===== config.mk =====
export PLATFORM = sky130hd
export DESIGN_NAME = mult_sequencer
export DESIGN_NICKNAME = d
export VERILOG_FILES = /design/src/rtl/mult_sequencer.sv
export SDC_FILE = /design/constraint.sdc
export NUM_CORES = 1
export LEC_CHECK = 0
export CAP_MARGIN = 10
export CORE_ASPECT_RATIO = 0.5
export CORE_MARGIN = 2
export CORE_UTILIZATION = 40
export CTS_CLUSTER_DIAMETER = 60
export DETAILED_ROUTE_END_ITERATION = 8
export PLACE_DENSITY = 0.76
export SLEW_MARGIN = 30
export SYNTH_ARGS = -nofsm -noshare
export SYNTH_HDL_FRONTEND = slang
export SYNTH_SLANG_ARGS = --single-unit

===== constraint.sdc =====
create_clock -name Clk -period 2.5 [get_ports Clk]
set_clock_uncertainty 0.2 [all_clocks]
set_input_delay 0.5 -clock Clk [delete_from_list [all_inputs] [get_ports Clk]]
set_output_delay 0.5 -clock Clk [all_outputs]
set_load 0.01 [all_outputs]

===== src/rtl/mult_sequencer.sv =====
// mult_sequencer: control FSM around an external shift-add 32x32 multiplier.
// Accepts MULT/MULTU requests, feeds operand magnitudes to the multiplier, applies
// the sign correction to the 64-bit product and owns the architectural HI/LO registers
// (including the MTHI/MTLO write path). busy/done let the main control unit stall.
module mult_sequencer #(
  parameter logic [5:0] MULT_IDLE  = 6'd0,
  parameter logic [5:0] MULT_INIT  = 6'd1,
  parameter logic [5:0] MULT_WORK  = 6'd2,
  parameter logic [5:0] MULT_STEPS = 6'd32
) (
  input  logic        Clk,
  input  logic        reset,
  input  logic        start,
  input  logic        is_signed,
  input  logic [31:0] a,
  input  logic [31:0] b,
  input  logic        hi_we,
  input  logic        lo_we,
  input  logic [31:0] wdata,
  output logic        busy,
  output logic        done,
  output logic [31:0] hi,
  output logic [31:0] lo,
  output logic [5:0]  mult_state,
  output logic [31:0] mult_lhs,
  output logic [31:0] mult_rhs,
  input  logic [63:0] mult_result,
  input  logic [5:0]  mult_counter,
  input  logic        mult_end
);

  localparam logic [1:0] S_IDLE = 2'd0;
  localparam logic [1:0] S_LOAD = 2'd1;
  localparam logic [1:0] S_RUN  = 2'd2;
  localparam logic [1:0] S_DONE = 2'd3;

  logic [1:0]  state_q, state_d;
  logic        busy_q, busy_d;
  logic        done_q, done_d;
  logic [5:0]  mult_state_q, mult_state_d;
  logic [31:0] lhs_q, lhs_d;
  logic [31:0] rhs_q, rhs_d;
  logic        neg_q, neg_d;
  logic [31:0] hi_q, hi_d;
  logic [31:0] lo_q, lo_d;

  logic        accept;
  logic        prod_wr;
  logic        mt_ok;
  logic [63:0] prod_fixed;

  // The multiplier raises its own end flag; sequencing relies on mult_counter only.
  logic unused_mult_end;
  assign unused_mult_end = mult_end;

  // Two's complement magnitude; 0x80000000 maps to itself, read as unsigned 2^31.
  function automatic logic [31:0] magnitude(input logic [31:0] v, input logic sgn);
    return (sgn && v[31]) ? (~v + 32'd1) : v;
  endfunction

  // Decode the request, product-write and MTHI/MTLO qualifiers.
  always_comb begin
    accept     = (state_q == S_IDLE) && start;
    prod_wr    = (state_q == S_RUN) && (mult_counter == MULT_STEPS);
    mt_ok      = (state_q == S_IDLE) && !start;
    prod_fixed = neg_q ? (~mult_result + 64'd1) : mult_result;
  end

  // Next-state logic for the sequencing FSM.
  always_comb begin
    state_d = state_q;
    unique case (state_q)
      S_IDLE:  if (start) state_d = S_LOAD;
      S_LOAD:  state_d = S_RUN;
      S_RUN:   if (mult_counter == MULT_STEPS) state_d = S_DONE;
      S_DONE:  state_d = S_IDLE;
      default: state_d = S_IDLE;
    endcase
  end

  // Registered outputs follow the next state so they line up with the FSM.
  always_comb begin
    busy_d       = (state_d != S_IDLE);
    done_d       = (state_d == S_DONE);
    mult_state_d = MULT_IDLE;
    unique case (state_d)
      S_LOAD:  mult_state_d = MULT_INIT;
      S_RUN:   mult_state_d = MULT_WORK;
      default: mult_state_d = MULT_IDLE;
    endcase
  end

  // Operand magnitudes and negate flag are captured on an accepted start.
  always_comb begin
    lhs_d = lhs_q;
    rhs_d = rhs_q;
    neg_d = neg_q;
    if (accept) begin
      lhs_d = magnitude(a, is_signed);
      rhs_d = magnitude(b, is_signed);
      neg_d = is_signed & (a[31] ^ b[31]);
    end
  end

  // HI/LO: product write wins; MTHI/MTLO only when idle and no start this cycle.
  always_comb begin
    hi_d = hi_q;
    lo_d = lo_q;
    if (prod_wr) begin
      hi_d = prod_fixed[63:32];
      lo_d = prod_fixed[31:0];
    end else if (mt_ok) begin
      if (hi_we) hi_d = wdata;
      if (lo_we) lo_d = wdata;
    end
  end

  // State registers; reset discards any in-flight product.
  always_ff @(posedge Clk or negedge reset) begin
    if (!reset) begin
      state_q      <= S_IDLE;
      busy_q       <= 1'b0;
      done_q       <= 1'b0;
      mult_state_q <= MULT_IDLE;
      lhs_q        <= 32'd0;
      rhs_q        <= 32'd0;
      neg_q        <= 1'b0;
      hi_q         <= 32'd0;
      lo_q         <= 32'd0;
    end else begin
      state_q      <= state_d;
      busy_q       <= busy_d;
      done_q       <= done_d;
      mult_state_q <= mult_state_d;
      lhs_q        <= lhs_d;
      rhs_q        <= rhs_d;
      neg_q        <= neg_d;
      hi_q         <= hi_d;
      lo_q         <= lo_d;
    end
  end

  assign busy       = busy_q;
  assign done       = done_q;
  assign hi         = hi_q;
  assign lo         = lo_q;
  assign mult_state = mult_state_q;
  assign mult_lhs   = lhs_q;
  assign mult_rhs   = rhs_q;

endmodule


Word-level counts from Yosys, hierarchy flattened

Index checks and enable logic that the tools add are counted.

Output and inout bits: 136
Bits in read-only memories: 0
Memories kept: 0
Word-level logic and storage cells: 50
Memory bits (writable): 0
Register bits: 139
Bits of input ports: 173
Bits in latches: 0

Multiplexer cells: 13
Reductions and logical operators: 13
Equality and inequality tests: 7
$mul: 0
Bitwise operators: 5
$add $sub $neg: 3
Div/mod/pow operators: 0
Order comparisons: 0
Shift operators: 0

Operators with widths:

| operator                                             | number |
|---|---|
| 2-to-1 mux 32 bit                                    | 8 |
| adder 32 x 1 -> 32 bit (second input constant)       | 2 |
| adder 64 x 1 -> 64 bit (second input constant)       | 1 |
| 2-to-1 mux 64 bit                                    | 1 |
| NOT 32 bit                                           | 2 |
| NOT 64 bit                                           | 1 |
| equality test 2 bit (second input constant)          | 4 |
| one-hot mux 2 bit (4 select lines)                   | 1 |
| nonzero test 2 bit                                   | 4 |
| equality test 6 bit (second input constant)          | 1 |
| logical AND 1 bit                                    | 5 |
| equality test 2 x 1 -> 1 bit (second input constant) | 2 |
| 2-to-1 mux 2 bit                                     | 2 |
| one-hot mux 2 bit (2 select lines)                   | 1 |
| AND reduction 2 bit                                  | 2 |
| logical NOT 2 bit                                    | 1 |
| bitwise AND 1 bit                                    | 1 |
| logical NOT 1 bit                                    | 1 |
| XOR 1 bit                                            | 1 |

Longest topological paths before layout

Word-level depth: 5
Depth in mapped cells: 9
Mapped depth without buffers: 8

Worst setup path before layout

No wires, ideal clock.

Path kind: input -> register
From: input mult_result[1]
To: register lo_q[18] (netlist: lo[18])
Cell stages on the path: 8
Library setup time: 129 ps
Data required time: 2171 ps
Buffers on the path: 0
Data arrival time: 2407 ps
Setup slack: -236 ps
Cells stage by stage: inv_1 ha_1 or3b_2 or3_4 or4_1 o31ai_1 xor2_1 o21ai_1

Cells in the longest elaborated chain, start to end: 4

Ends and longest elaborated chain:

| what                   | RTL line | source |
|---|---|---|
| start: declaration     | 27       | `input logic [63:0] mult_result,` |
| NOT 64 bit             | 66       | `prod_fixed = neg_q ? (~mult_result + 64'd1) : mult_result;` |
| adder 64 x 1 -> 64 bit | 66       |  |
| 2-to-1 mux 64 bit      | 66       |  |
| 2-to-1 mux 32 bit      | 109      | `if (prod_wr) begin` |
| end signal: assignment | 139      | `lo_q <= lo_d;` |
| end: declaration       | 45       | `logic [31:0] lo_q, lo_d;` |

No other way between the ends.
A chain may end at the register's enable or synchronous reset.

Worst setup path after layout

From: input mult_result[29]
To: register hi_q[21] (netlist: hi[21])

Cells in the longest elaborated chain, start to end: 4

Ends and longest elaborated chain:

| what                   | RTL line | source |
|---|---|---|
| NOT 64 bit             | 66       |  |
| adder 64 x 1 -> 64 bit | 66       |  |
| 2-to-1 mux 64 bit      | 66       |  |
| 2-to-1 mux 32 bit      | 109      |  |
| end signal: assignment | 138      | `hi_q <= hi_d;` |
| end: declaration       | 44       | `logic [31:0] hi_q, hi_d;` |

No other way between the ends.

==> flow_metrics.tcl <==
set metrics [dict create \
    status "finished, violations left" \
    violations "negative setup slack" \
    hpwl_um 22400 \
    netlist_top_cells_count "dfrtp_1 (135), nand2_1 (118), o21ai_0 (113), xor2_1 (76), nor2_1 (65)" \
    drv_slew 0 \
    yosys.area.top_type "dfrtp_1" \
    grt_pass1_wl_um 47900 \
    grt_usage_pct 27.5 \
    grt_setup_unrepaired "true" \
    final_layout_size_suffix_gt1_share_pct 29.1 \
    antenna_found_initial 0 \
    nFillCells 1399 \
    seq_area_frac_synth_pct 40.7 \
    hp-class "reg -> reg" \
    numPortBuffers 303 \
    power.density_nw_per_um2 910 \
    area_delta_synth_final_pct 77.1 \
    start_kind "primary input" \
    required_ns 2.61 \
    fin_util_pct 71.8 \
    critPathMaxStageDelay_ns 0.56 \
    diodes 0 \
    synth_ff_type "dfrtp_1" \
    viasPerCell 5.38 \
    cts.sink_count 135 \
    crit_path_top_delay_cell "or4_4" \
    cp_cell_sequence "dlygate4sd2_1, or4_4, nor3_4, nand3_4, buf_12, buf_4, o31ai_4, xor2_1, a21oi_1" \
    htree_levels 4 \
    fin_ws_ns -0.0272 \
    drc_errors 0 \
    rows 37 \
    coreArea_um2 20500 \
    crit_type "in -> reg" \
    multi_input_area_um2 5380 \
    clockBufferDepth 2 \
    synth_seq_cells 135 \
    routed_wirelength_um 32100 \
    first_global_vias 9223 \
    holdWs_ns 0.279 \
    yosysWarnings 0 \
    post_drt_wl_per_cell_um 19.1 \
    root_buffer "clkbuf_16" \
    startpoint "mult_result[29]" \
    postSynthAreaPerCell_um2 9.09 \
    cts_made_buffers 17 \
    fmax_mhz 396 \
    worstRegToRegCells 8 \
    vias 9053 \
    report.final.hold_viol_count 0 \
    worstHoldStart "mult_rhs[26]$_DFFE_PN0P_" \
    grt-ovfl-total 0 \
    cp_max_fo 6 \
    place_congestion 0.870 \
    dieArea_um2 22000 \
    grt_max_degree 60 \
    nets 1577 \
    max-vdd-ir-drop_mv 0.485 \
    hold_path_depth 2 \
    synth.most_common_cell "dfrtp_1" \
    die_y_um 106 \
    synthDistinctLibCells 51 \
    drv_cap 0 \
    synthArstFlopShare_pct 100 \
    power_leakage_nw 6.39 \
    r2r_start "state_q[0]$_DFF_PN0_" \
    die_x_um 208 \
    drtIter0Drc 448 \
    yosysTopAreaCellShare_pct 40.7 \
    tightest_slew_ns 0.612 \
    initial_core_util_pct 40.5 \
    worstSetupEndpointType "flop" \
    syn_inst 912 \
    min_period_over_period_pct 101 \
    path_clk_slew_ns 0.06 \
    drt-pass1-iter-count 5 \
    slew_headroom_pct 59.2 \
    setup_violations 3 \
    synth-edff-count 0 \
    synthTopCellsByArea "dfrtp_1 (41%), xor2_1 (8.0%), o21ai_0 (6.8%)" \
    cts_tree "done" \
    period_needed_ns 2.53 \
    cp_data_arrival_time_ns 2.63 \
    insertion_delay_ns 0.43 \
    synth_area_um2 8290 \
    final_antenna_net_count 0 \
    io_pins 309 \
    seqCellArea_um2 3380 \
]
routing by layer:
layer,global-route usage (%),up-vias,wire [µm]
met1,31.7,4423,12800
met4,13.7,0,1560
li1,-,4214,-
met3,4.59,112,1230
met2,49.9,304,16500
met5,0,-,0
cell usage in the layout (no fill, tap or decap), types with 8 or more instances in the layout:
| master | n |
|---|---|
| o31ai_1 | 16 |
| or4_4 | 14 |
| buf_6 | 13 |
| nor3_1 | 10 |
| o41ai_4 | 10 |
| xor2_1 | 76 |
| nor4_2 | 8 |
| o21ai_1 | 11 |
| xnor2_1 | 44 |
| dlygate4sd2_1 | 17 |
| dlymetal6s2s_1 | 21 |
| o31ai_4 | 11 |
| inv_1 | 9 |
| mux2i_1 | 17 |
| clkdlybuf4s50_1 | 251 |
| clkbuf_16 | 19 |
| nor2_1 | 60 |
| dfrtp_1 | 134 |
| buf_12 | 10 |
| mux2_2 | 49 |
| a21oi_1 | 54 |
| o21ai_0 | 102 |
| buf_4 | 192 |
| nand2_1 | 113 |
report_power, final:
part	switching (mW)	internal (mW)	total [mW]
sequential	0.615	3.26	3.88
combinational	3.03	3.59	6.62
clock	1.02	1.85	2.86
total	4.67	8.70	13.4
layout make-up:
class	count	area share [%]
flip-flops and latches	135	23.0
multi-input cells	714	36.6
clock inverters	12	1.35
inverters	11	0.281
clock buffers	20	3.18
well taps	273	2.33
repair buffers	519	33.2
logic make-up (layout without fill, tap and decap cells):
group,Yosys count,count (layout),synth area share [%]
xor gates and xnor gates,120,120,12.7
muxes,66,66,8.71
and+or+nand+nor,283,283,16.9
DFF,135,135,40.7
adders and majority gates,6,6,0.905
other,1,4,0.0452
AOI/OAI and AO/OA,235,235,16.8
buffers and inverters,66,562,3.29
worst paths after layout:
| path | endpoint | slack, ns |
|---|---|---|
| hold / removal | mult_rhs[26]$_DFFE_PN0P_ | 0.28 |
| min in group asynchronous | hi[23]$_DFFE_PN0P_ | 0.50 |
| max in group asynchronous | hi[7]$_DFFE_PN0P_ | 0.90 |
| setup reg to reg | hi[22]$_DFFE_PN0P_ | 0.36 |
| setup / recovery | hi[21]$_DFFE_PN0P_ | -0.03 |
| hold reg to reg | mult_rhs[26]$_DFFE_PN0P_ | 0.28 |
metrics by stage:
stage / std cells / TNS (ns) / worst slack, ns / total power [mW] / cell area (µm²)
4_1_cts: 1673 / -0.0102 / -0.0102 / 13.3 / 14300
6_report: 1684 / -0.0584 / -0.0272 / 13.4 / 14700
2_1_floorplan: 915 / -1.39 / -0.178 / 6.72 / 8560
3_3_place_gp: 1625 / -40.81 / -0.714 / 10.0 / 13200
5_1_grt: 1684 / -0.416 / -0.117 / 14.0 / 14700
3_5_place_dp: 1625 / -44.81 / -0.728 / 10.2 / 13200
worst max-delay path: cells and delay by family:
family | cells | cell delay [ns]
xor+xnor | 1 | 0.18
buf+inv | 3 | 0.62
compound gates | 2 | 0.33
simple gates | 3 | 1.00
sequential cells by signal (all words and copies together), names as in the netlist:
signal      count
busy            1
mult_lhs       32
neg_q           1
mult_state      2
done            1
lo             32
state_q         2
mult_rhs       32
hi             32
timing repair:
action                                  in CTS  in global routing
endpoints found under the setup margin      60                 55
gates resized for setup                    102                 78
pin swaps                                   33                 46
setup buffers                               14                 10
hold buffers                                 1                  0
endpoints found under the hold margin       55                  0
cloned                                       1                  2
Note: power is estimated with default switching activity, not from simulation.
